--- src/rtl/fpu_serial_rx_if.sv ---
// Byte/word delivery bus between the host-link UART receiver and the FPU operand loader.
// The receiver (master) drives the byte/word outputs and flags; the loader (slave) drives word_ready.
interface fpu_serial_rx_if;
    logic [7:0]  byte_data;
    logic        byte_strobe;
    logic [31:0] word_data;
    logic        word_valid;
    logic        word_ready;
    logic        frame_err;
    logic        overrun;

    modport master (
        output byte_data,
        output byte_strobe,
        output word_data,
        output word_valid,
        output frame_err,
        output overrun,
        input  word_ready
    );

    modport slave (
        input  byte_data,
        input  byte_strobe,
        input  word_data,
        input  word_valid,
        input  frame_err,
        input  overrun,
        output word_ready
    );
endinterface

--- src/rtl/fpu_serial_rx.sv ---
// 8N1 UART receiver for the FPU host link: assembles 4 little-endian bytes into a
// 32-bit operand word and hands it over on a valid/ready handshake.
module fpu_serial_rx #(
    parameter int unsigned CLKS_PER_BIT = 434
) (
    input  logic           clk,
    input  logic           rst_n,
    input  logic           serial1_rx,
    input  logic           flush,
    fpu_serial_rx_if.master rx_bus
);

    localparam int unsigned CNT_W = $clog2(CLKS_PER_BIT);
    localparam logic [CNT_W-1:0] HALF_LAST = CNT_W'(CLKS_PER_BIT / 2 - 1);
    localparam logic [CNT_W-1:0] BIT_LAST  = CNT_W'(CLKS_PER_BIT - 1);

    typedef enum logic [2:0] {
        IDLE    = 3'd0,
        START   = 3'd1,
        DATA    = 3'd2,
        STOP    = 3'd3,
        WAIT_HI = 3'd4
    } state_t;

    state_t           state_q, state_d;
    logic             rx_meta_q, rx_s_q;
    logic [CNT_W-1:0] baud_q, baud_d;
    logic [2:0]       bit_idx_q, bit_idx_d;
    logic [7:0]       shift_q, shift_d;
    logic [1:0]       byte_cnt_q, byte_cnt_d;
    logic [23:0]      asm_q, asm_d;
    logic [7:0]       byte_data_q, byte_data_d;
    logic             byte_strobe_q, byte_strobe_d;
    logic [31:0]      word_data_q, word_data_d;
    logic             word_valid_q, word_valid_d;
    logic             frame_err_q, frame_err_d;
    logic             overrun_q, overrun_d;
    logic             good_byte;
    logic             word_done;

    // Two-flop synchroniser; idles high so reset does not look like a start bit.
    always_ff @(posedge clk or negedge rst_n) begin
        if (!rst_n) begin
            rx_meta_q <= 1'b1;
            rx_s_q    <= 1'b1;
        end else begin
            rx_meta_q <= serial1_rx;
            rx_s_q    <= rx_meta_q;
        end
    end

    always_ff @(posedge clk or negedge rst_n) begin
        if (!rst_n) begin
            state_q       <= IDLE;
            baud_q        <= '0;
            bit_idx_q     <= '0;
            shift_q       <= '0;
            byte_cnt_q    <= '0;
            asm_q         <= '0;
            byte_data_q   <= '0;
            byte_strobe_q <= 1'b0;
            word_data_q   <= '0;
            word_valid_q  <= 1'b0;
            frame_err_q   <= 1'b0;
            overrun_q     <= 1'b0;
        end else begin
            state_q       <= state_d;
            baud_q        <= baud_d;
            bit_idx_q     <= bit_idx_d;
            shift_q       <= shift_d;
            byte_cnt_q    <= byte_cnt_d;
            asm_q         <= asm_d;
            byte_data_q   <= byte_data_d;
            byte_strobe_q <= byte_strobe_d;
            word_data_q   <= word_data_d;
            word_valid_q  <= word_valid_d;
            frame_err_q   <= frame_err_d;
            overrun_q     <= overrun_d;
        end
    end

    always_comb begin
        state_d       = state_q;
        baud_d        = baud_q;
        bit_idx_d     = bit_idx_q;
        shift_d       = shift_q;
        byte_cnt_d    = byte_cnt_q;
        asm_d         = asm_q;
        byte_data_d   = byte_data_q;
        byte_strobe_d = 1'b0;
        word_data_d   = word_data_q;
        word_valid_d  = word_valid_q;
        frame_err_d   = 1'b0;
        overrun_d     = 1'b0;
        good_byte     = 1'b0;
        word_done     = 1'b0;

        case (state_q)
            IDLE: begin
                if (!rx_s_q) begin
                    state_d = START;
                    baud_d  = '0;
                end
            end
            // Re-check the start bit at its centre to reject short glitches.
            START: begin
                if (baud_q == HALF_LAST) begin
                    baud_d    = '0;
                    bit_idx_d = '0;
                    state_d   = rx_s_q ? IDLE : DATA;
                end else begin
                    baud_d = baud_q + CNT_W'(1);
                end
            end
            DATA: begin
                if (baud_q == BIT_LAST) begin
                    baud_d  = '0;
                    shift_d = {rx_s_q, shift_q[7:1]};
                    if (bit_idx_q == 3'd7) begin
                        state_d = STOP;
                    end else begin
                        bit_idx_d = bit_idx_q + 3'd1;
                    end
                end else begin
                    baud_d = baud_q + CNT_W'(1);
                end
            end
            // Leaving at the stop-bit centre gives half a bit of slack for back-to-back frames.
            STOP: begin
                if (baud_q == BIT_LAST) begin
                    baud_d = '0;
                    if (rx_s_q) begin
                        good_byte = 1'b1;
                        state_d   = IDLE;
                    end else begin
                        frame_err_d = 1'b1;
                        byte_cnt_d  = '0;
                        state_d     = WAIT_HI;
                    end
                end else begin
                    baud_d = baud_q + CNT_W'(1);
                end
            end
            WAIT_HI: begin
                if (rx_s_q) begin
                    state_d = IDLE;
                end
            end
            default: begin
                state_d = IDLE;
            end
        endcase

        if (good_byte) begin
            byte_data_d   = shift_q;
            byte_strobe_d = 1'b1;
            byte_cnt_d    = byte_cnt_q + 2'd1;
            case (byte_cnt_q)
                2'd0:    asm_d[7:0]   = shift_q;
                2'd1:    asm_d[15:8]  = shift_q;
                2'd2:    asm_d[23:16] = shift_q;
                default: ;
            endcase
        end

        word_done = good_byte && (byte_cnt_q == 2'd3) && !flush;

        if (word_valid_q && rx_bus.word_ready) begin
            word_valid_d = 1'b0;
        end

        // A held, unconsumed word has priority; a new one arriving behind it is dropped.
        if (word_done) begin
            if (!word_valid_q || rx_bus.word_ready) begin
                word_data_d  = {shift_q, asm_q};
                word_valid_d = 1'b1;
            end else begin
                overrun_d = 1'b1;
            end
        end

        if (flush) begin
            byte_cnt_d = '0;
        end
    end

    assign rx_bus.byte_data   = byte_data_q;
    assign rx_bus.byte_strobe = byte_strobe_q;
    assign rx_bus.word_data   = word_data_q;
    assign rx_bus.word_valid  = word_valid_q;
    assign rx_bus.frame_err   = frame_err_q;
    assign rx_bus.overrun     = overrun_q;

endmodule
--- src/flat_wrapper.sv ---
// flat-port wrapper written by rule: the top's interface ports become plain ports
module fpu_serial_rx_flat 
#(
    parameter int unsigned CLKS_PER_BIT = 434
)
  (clk, rst_n, serial1_rx, flush, rx_bus_byte_data, rx_bus_byte_strobe, rx_bus_word_data, rx_bus_word_valid, rx_bus_frame_err, rx_bus_overrun, rx_bus_word_ready);
  fpu_serial_rx_if rx_bus_i ();
  input  logic clk;
  input  logic rst_n;
  input  logic serial1_rx;
  input  logic flush;
  output wire logic [$bits(rx_bus_i.byte_data)-1:0] rx_bus_byte_data;
  output wire logic [$bits(rx_bus_i.byte_strobe)-1:0] rx_bus_byte_strobe;
  output wire logic [$bits(rx_bus_i.word_data)-1:0] rx_bus_word_data;
  output wire logic [$bits(rx_bus_i.word_valid)-1:0] rx_bus_word_valid;
  output wire logic [$bits(rx_bus_i.frame_err)-1:0] rx_bus_frame_err;
  output wire logic [$bits(rx_bus_i.overrun)-1:0] rx_bus_overrun;
  input wire logic [$bits(rx_bus_i.word_ready)-1:0] rx_bus_word_ready;
  assign rx_bus_byte_data = rx_bus_i.byte_data;
  assign rx_bus_byte_strobe = rx_bus_i.byte_strobe;
  assign rx_bus_word_data = rx_bus_i.word_data;
  assign rx_bus_word_valid = rx_bus_i.word_valid;
  assign rx_bus_frame_err = rx_bus_i.frame_err;
  assign rx_bus_overrun = rx_bus_i.overrun;
  assign rx_bus_i.word_ready = rx_bus_word_ready;
  fpu_serial_rx #(.CLKS_PER_BIT(CLKS_PER_BIT)) u_core (.clk(clk), .rst_n(rst_n), .serial1_rx(serial1_rx), .flush(flush), .rx_bus(rx_bus_i));
endmodule
--- config.mk ---
export PLATFORM = sky130hd
export DESIGN_NAME = fpu_serial_rx_flat
export DESIGN_NICKNAME = d
export VERILOG_FILES = /design/src/rtl/fpu_serial_rx_if.sv /design/src/rtl/fpu_serial_rx.sv /design/src/flat_wrapper.sv
export SDC_FILE = /design/constraint.sdc
export NUM_CORES = 1
export LEC_CHECK = 0
export BUFFER_PORTS_ARGS = -buffer_cell sky130_fd_sc_hd__buf_2
export CAP_MARGIN = 20
export CORE_MARGIN = 5
export CORE_UTILIZATION = 35
export DETAILED_ROUTE_END_ITERATION = 8
export PLACE_DENSITY = 0.6
export SLEW_MARGIN = 25
export SYNTH_ARGS = -nofsm -noshare
export SYNTH_HDL_FRONTEND = slang
export SYNTH_SLANG_ARGS = --single-unit
--- constraint.sdc ---
create_clock -name clk -period 1.8 [get_ports clk]
set_clock_uncertainty 0.05 [all_clocks]
set_input_delay 0.27 -clock clk [delete_from_list [all_inputs] [get_ports clk]]
set_output_delay 0.27 -clock clk [all_outputs]
set_load 0.05 [all_outputs]
## Word-level counts from Yosys, hierarchy flattened

Cells that the tools add are included.

| word-level totals | value |
|---|---|
| flip-flop bits (word level) | 95 |
| output and inout port bits | 44 |
| word-level logic and storage cells | 93 |

| operators by class | value |
|---|---|
| add/sub/neg operators | 3 |
| equal/unequal tests | 18 |
| mux-type cells | 34 |
| reductions and logical operators | 22 |

Operator list:

| kind | count |
|---|---|
| $mux 3 | 10 |
| $mux 9 | 3 |
| $pmux 9 s3 | 1 |
| $pmux 3 s5 | 1 |
| $mux 1 | 12 |
| $mux 2 | 6 |
| $reduce_and 2->1 | 6 |
| $ne 2x1->1 const B | 5 |
| $add 9x1->9 const B | 1 |
| $eq 9x8->1 const B | 1 |
| $eq 9x9->1 const B | 1 |
| $reduce_bool 3->1 | 3 |
| $eq 3x2->1 const B | 2 |
| $eq 3x3->1 const B | 2 |
| $pmux 3 s2 | 1 |
| $reduce_and 6->1 | 1 |
| $eq 2x2->1 const B | 2 |
| $ne 2x2->1 const B | 2 |
| $reduce_and 4->1 | 1 |
| $add 3x1->3 const B | 1 |
| $eq 3x1->1 const B | 1 |
| $logic_and 1x1->1 | 3 |
| $logic_not 3->1 | 1 |
| $ne 3x3->1 const B | 1 |
| 8 further kinds | 9 |

## Depth between registers and ports, before layout

| depth | value |
|---|---|
| depth after elaboration | 6 |
| gate-level depth with buffers | 7 |
| depth with buffers taken out | 6 |

## Worst setup path before layout

OpenSTA, ideal clock, no wires.

| timing path | value |
|---|---|
| path kind | reg-to-reg |
| from | register u_core.bit_idx_q[0] |
| to | register u_core.bit_idx_q[0] |
| setup time | 125 ps |
| arrival | 1858 ps |
| required time | 1625 ps |
| slack | -233 ps |
| cell stages (with the launch flop) | 7 |
| path buffers | 0 |
| clock period less this slack | 2033 ps |
| cell sequence | dfrtp_1 ha_1 ha_1 or2_2 or2_2 a221o_1 mux2_2 |

| on the way | value |
|---|---|
| word-level cells in the longest chain between the ends | 4 |
| elaborated cells on any way between the ends | 7 |
| classes of those cells | 1 x add/sub; 2 x eq/ne; 3 x mux; 1 x reduce/logical |

Ends and longest elaborated chain:

| what | RTL line | RTL |
|---|---|---|
| from (decl) | fpu_serial_rx.sv:28 | `logic [2:0] bit_idx_q, bit_idx_d;` |
| from (signal assigned) | fpu_serial_rx.sv:69 | `bit_idx_q <= bit_idx_d;` |
| $add 3x1->3 | fpu_serial_rx.sv:122 | `bit_idx_d = bit_idx_q + 3'd1;` |
| $mux 3 | fpu_serial_rx.sv:119 | `if (bit_idx_q == 3'd7) begin` |
| $mux 3 | fpu_serial_rx.sv:116 | `if (baud_q == BIT_LAST) begin` |
| $pmux 3 s2 | fpu_serial_rx.sv:98 | `case (state_q)` |

Several ways; a longest one is shown, not always the timed one. The select of a mux whose other input is x is not followed.
A chain may end at the register's enable or synchronous reset.

## Final worst setup path

| timing path | value |
|---|---|
| from | register u_core.baud_q[1] |
| to | register u_core.word_data_q[20], in the netlist u_core.rx_bus.word_data[20] |

| on the way | value |
|---|---|
| word-level cells in the longest chain between the ends | 6 |

Ends and longest elaborated chain:

| what | RTL line | RTL |
|---|---|---|
| from (decl) | fpu_serial_rx.sv:27 | `logic [CNT_W-1:0] baud_q, baud_d;` |
| from (signal assigned) | fpu_serial_rx.sv:68 | `baud_q <= baud_d;` |
| $eq 9x9->1 | fpu_serial_rx.sv:130 | `if (baud_q == BIT_LAST) begin` |
| $mux 1 | fpu_serial_rx.sv:130 |  |
| $mux 1 | fpu_serial_rx.sv:98 |  |
| $logic_and 1x1->1 (2 in a row) | fpu_serial_rx.sv:166 | `word_done = good_byte && (byte_cnt_q == 2'd3) && !flush;` |
| $reduce_and 2->1 (no source line) | n/a |  |
| to (signal assigned) | fpu_serial_rx.sv:75 | `word_data_q <= word_data_d;` |
| to (decl) | fpu_serial_rx.sv:34 | `logic [31:0] word_data_q, word_data_d;` |

No other way between the ends.

==> metrics.md <==
| Metric | Value |
|---|---|
| Result of the run | finished with violations |
| Failing checks | setup timing |
| Finish-stage setup viols | 54 |
| Type of destination of the critical path | flop |
| Area fraction of the dominant cell type after synthesis | 55.1% |
| Post-synthesis mux area share | 23.2% |
| Cell types with the highest counts after synthesis | sky130_fd_sc_hd__dfrtp_1, sky130_fd_sc_hd__mux2_2, sky130_fd_sc_hd__mux2_4 |
| Number of warnings issued by yosys | 0 |
| Number of primary I/O pins | 49 |
| Root Buffer | sky130_fd_sc_hd__clkbuf_16 |
| Area enclosed by the die boundary | 14400 sq um |
| Number of violations reported at the end of detailed-routing iteration 0 | 116 |
| Final design instance area without fill | 5510 sq um |
| Hold Crit Start | flush |
| Count of standard-cell rows | 40 |
| Syn_nets | 301 |
| Share of final-layout standard cells stronger than drive strength 1 | 56.6% |
| Share of synthesized flip-flops with an asynchronous set or reset | 100% |
| Worst-skew pair later-pin latency | 0.34 ns |
| Width of the die | 120 um |
| Highest fanout seen on the critical path | 17 |
| Number of nets at the end of the flow | 401 |
| Floorplan core area | 11900 sq um |
| Synth Flop Type | sky130_fd_sc_hd__dfrtp_1 |
| Routed WL per cell | 15.8 um |
| Total of buffers placed on input and output ports | 48 |
| Global-route wire length before repair | 14600 um |
| Category of the worst setup path launch point | flop |
| Worst EP arrival | 2.16 ns |
| Worst min-delay path category | primary input to flop |
| Routability congestion estimate | 0.798 |
| CTS tree | yes |
| Largest net degree at the start of global routing | 35 |
| Wire length on met3 | 234 um |
| Number of synthesized register bits | 95 |
| Minimum setup slack in the final design | -0.180 ns |
| Startpoint-to-endpoint class of the critical path | flop to flop |
| Wire length after detailed routing | 8520 um |
| Post-Place Cells | 518 |
| Minimum clock period after layout | 1.98 ns |
| Hold path cells | 2 |
| Number of iterations in the first detailed-routing pass | 4 |
| Post-route fraction of the period consumed by the critical path | 110% |
| Endpoint of the worst-slack reg-to-reg timing path | u_core.rx_bus.word_data[20] |
| Achievable Freq | 0.505 GHz |
| Simple-Gate Fraction of Synth Area | 9.75% |
| Post-route DRC | 0 |
| Measured slew at the worst slew-check pin | 0.503 ns |
| Pre-CTS setup slack | -0.193 ns |
| Maximum resistive drop on vdd | 353 uV |
| Fraction of synthesized cell area in xor and xnor cells | 0.207% |
| Instance area after placement | 4970 sq um |
| Layout area overhead | 30.4% |
| Fin. max-slew vios | 0 |
| Total via count after detailed routing | 2606 |
| Sequential cell area fraction in the yosys report | 56.3% |
| Wire length the detailed router placed on met1 | 4010 um |
| Power density over the cells | 743 nW/um^2 |
| Leakage power figure | 2.79 nW |
| Highest Signal Layer | met4 |
| Antenna diode instance count | 0 |
| GRT Util Overall | 12.6% |
| Worst-case reg-to-reg path depth | 7 |
| Hold EP | u_core.byte_cnt_q[0] |
| TritonCTS Buffers | 9 |
| EDFF count, synth | 0 |
| Area share of fa/ha/maj cells after synthesis | 2.67% |
| Antenna Violating Nets Remaining | 0 |
| Post-Layout Cell Count | 539 |
| Initial core utilization | 35.5% |
| Number of max-capacitance violations reported | 0 |
| Complex-gate fraction of the synthesized area | 5.18% |
| Number of antenna violations at the first check in global routing | 0 |
| Cell with the most instances after synthesis | sky130_fd_sc_hd__dfrtp_1 |
| Total power | 0.00409 W |
| GRT overflow | 0 |
| Reg-to-Reg Start | u_core.baud_q[1] |
| Register-to-Register Setup Slack | -0.18 ns |
| Combinational family with the most area after synthesis | multiplexers |
| Synth Instances | 287 |
| Clock Pin Slew Worst Setup and Hold Paths | 0.07 ns |
| Required time reported for the critical path endpoint | 1.98 ns |
| Synth Cell Area | 4220 sq um |
| DP HPWL | 5970 um |
| Via count of the first global-routing pass | 2757 |
| Top cell type by total area after synthesis | sky130_fd_sc_hd__dfrtp_1 |
| Unrepaired setup endpoints after global routing | yes |
| Met2 Wirelength | 4170 um |
| Count of unique library cells instantiated by Yosys | 49 |
| Remaining max-slew budget at the tightest pin | 65.6% |
| CTS H-tree lvls | 3 |
| CTS sink count | 95 |
| Biggest area contributors in the synthesized netlist | sky130_fd_sc_hd__dfrtp_1, sky130_fd_sc_hd__mux2_2, sky130_fd_sc_hd__mux2_4, sky130_fd_sc_hd__ha_1, sky130_fd_sc_hd__nand2_1 |
| Die height | 120 um |
| Via-to-Cell Ratio | 4.83 |
| Synth Area per Inst | 14.7 sq um |
| Final hold vios | 0 |
| Number of buffers on the longest clock path | 2 |
==> per-layer routing <==
layer / vias up / track usage [%]
met4: 0 / 4.94
met5: - / 0
met2: 47 / 20.3
li1: 1248 / -
met3: 9 / 2.17
met1: 1302 / 17.0
==> state kept, by name (all words and copies together) (netlist names) <==
register,flops
u_core.asm_q,24
u_core.baud_q,9
u_core.bit_idx_q,3
u_core.byte_cnt_q,2
u_core.rx_bus.byte_data,8
u_core.rx_bus.byte_strobe,1
u_core.rx_bus.frame_err,1
u_core.rx_bus.overrun,1
u_core.rx_bus.word_data,32
u_core.rx_bus.word_valid,1
u_core.rx_meta_q,1
u_core.rx_s_q,1
u_core.shift_q,8
u_core.state_q,3
==> layout make-up <==
cell class	count	area, sq um
clock buffers	9	225
repair buffers	97	722
multi-input cells	177	1900
clock inverters	7	71.3
fillers	1061	6400
inverters	7	26.3
flip-flops and latches	95	2380
well taps	147	184
==> how the worst max path moves through the flow <==
stage / slack (ns) / startpoint / end
CTS: -0.18 / u_core.bit_idx_q[0] / u_core.bit_idx_q[0]
finish: -0.18 / u_core.baud_q[1] / u_core.rx_bus.word_data[20]
global placement: -0.14 / u_core.baud_q[1] / u_core.rx_bus.word_data[18]
floorplan: -0.17 / u_core.baud_q[1] / u_core.rx_bus.word_data[0]
global route: -0.24 / u_core.baud_q[1] / u_core.rx_bus.word_data[11]
detailed placement: -0.19 / u_core.baud_q[1] / u_core.asm_q[2]
==> critical path, cell delays in order (launching register included) <==
cell and delay, ns:
sky130_fd_sc_hd__dfrtp_1 0.40, sky130_fd_sc_hd__inv_2 0.10, sky130_fd_sc_hd__ha_4 0.15, sky130_fd_sc_hd__nand4bb_4 0.12, sky130_fd_sc_hd__or3_4 0.38, sky130_fd_sc_hd__nor2_8 0.16
sky130_fd_sc_hd__buf_12 0.20, sky130_fd_sc_hd__mux2_4 0.31
==> cells in the final DEF (no fill, tap or decap), drive strengths merged, types with 2 or more instances in the layout <==
master       instances
buf                 95
clkinv               2
inv                 12
a22o                 2
nor4                 3
or2                  3
nor2                11
clkbuf               9
nand2b               3
nand3                4
o22ai                2
nand4b               3
o211ai               4
dlygate4sd3          2
mux2                76
ha                   9
nand2               20
dfrtp               93
o21ai                9
dfstp                2
nor3                 3
a2111oi              2
a21oi                6
==> what timing repair did <==
item | in CTS | in global routing
setup buffers | 2 | 3
pin swaps | 7 | 9
hold buffers | 2 | 0
gates resized for setup | 33 | 22
setup endpoints to repair | 76 | 87
endpoints found under the hold margin | 32 | 0
==> where the power goes <==
group	total, W	switching [W]	internal [W]
Sequential	0.00214	0.00000192	0.00214
Combinational	0.0000702	0.0000500	0.0000201
Clock	0.00188	0.000894	0.000986
==> stage by stage <==
step,TNS (ns),utilization (%),hold WS [ns]
after detailed placement,-10.69,41.7,0.197
after global routing,-11.54,46.2,0.0568
after global placement,-8.06,41.7,0.195
after floorplan,-5.23,-,-0.0756
after CTS,-8.91,45.5,0.0491
final,-6.35,46.2,0.0633
==> cell families (layout without fill, tap and decap cells) <==
group / after synthesis / after routing
flops: 95 / 95
mux: 77 / 77
simple gates: 59 / 59
compound gates: 31 / 31
buf+inv: 15 / 120
fa+ha+maj: 9 / 9
xor+xnor: 1 / 1
Note: power is estimated with default switching activity, not from simulation.
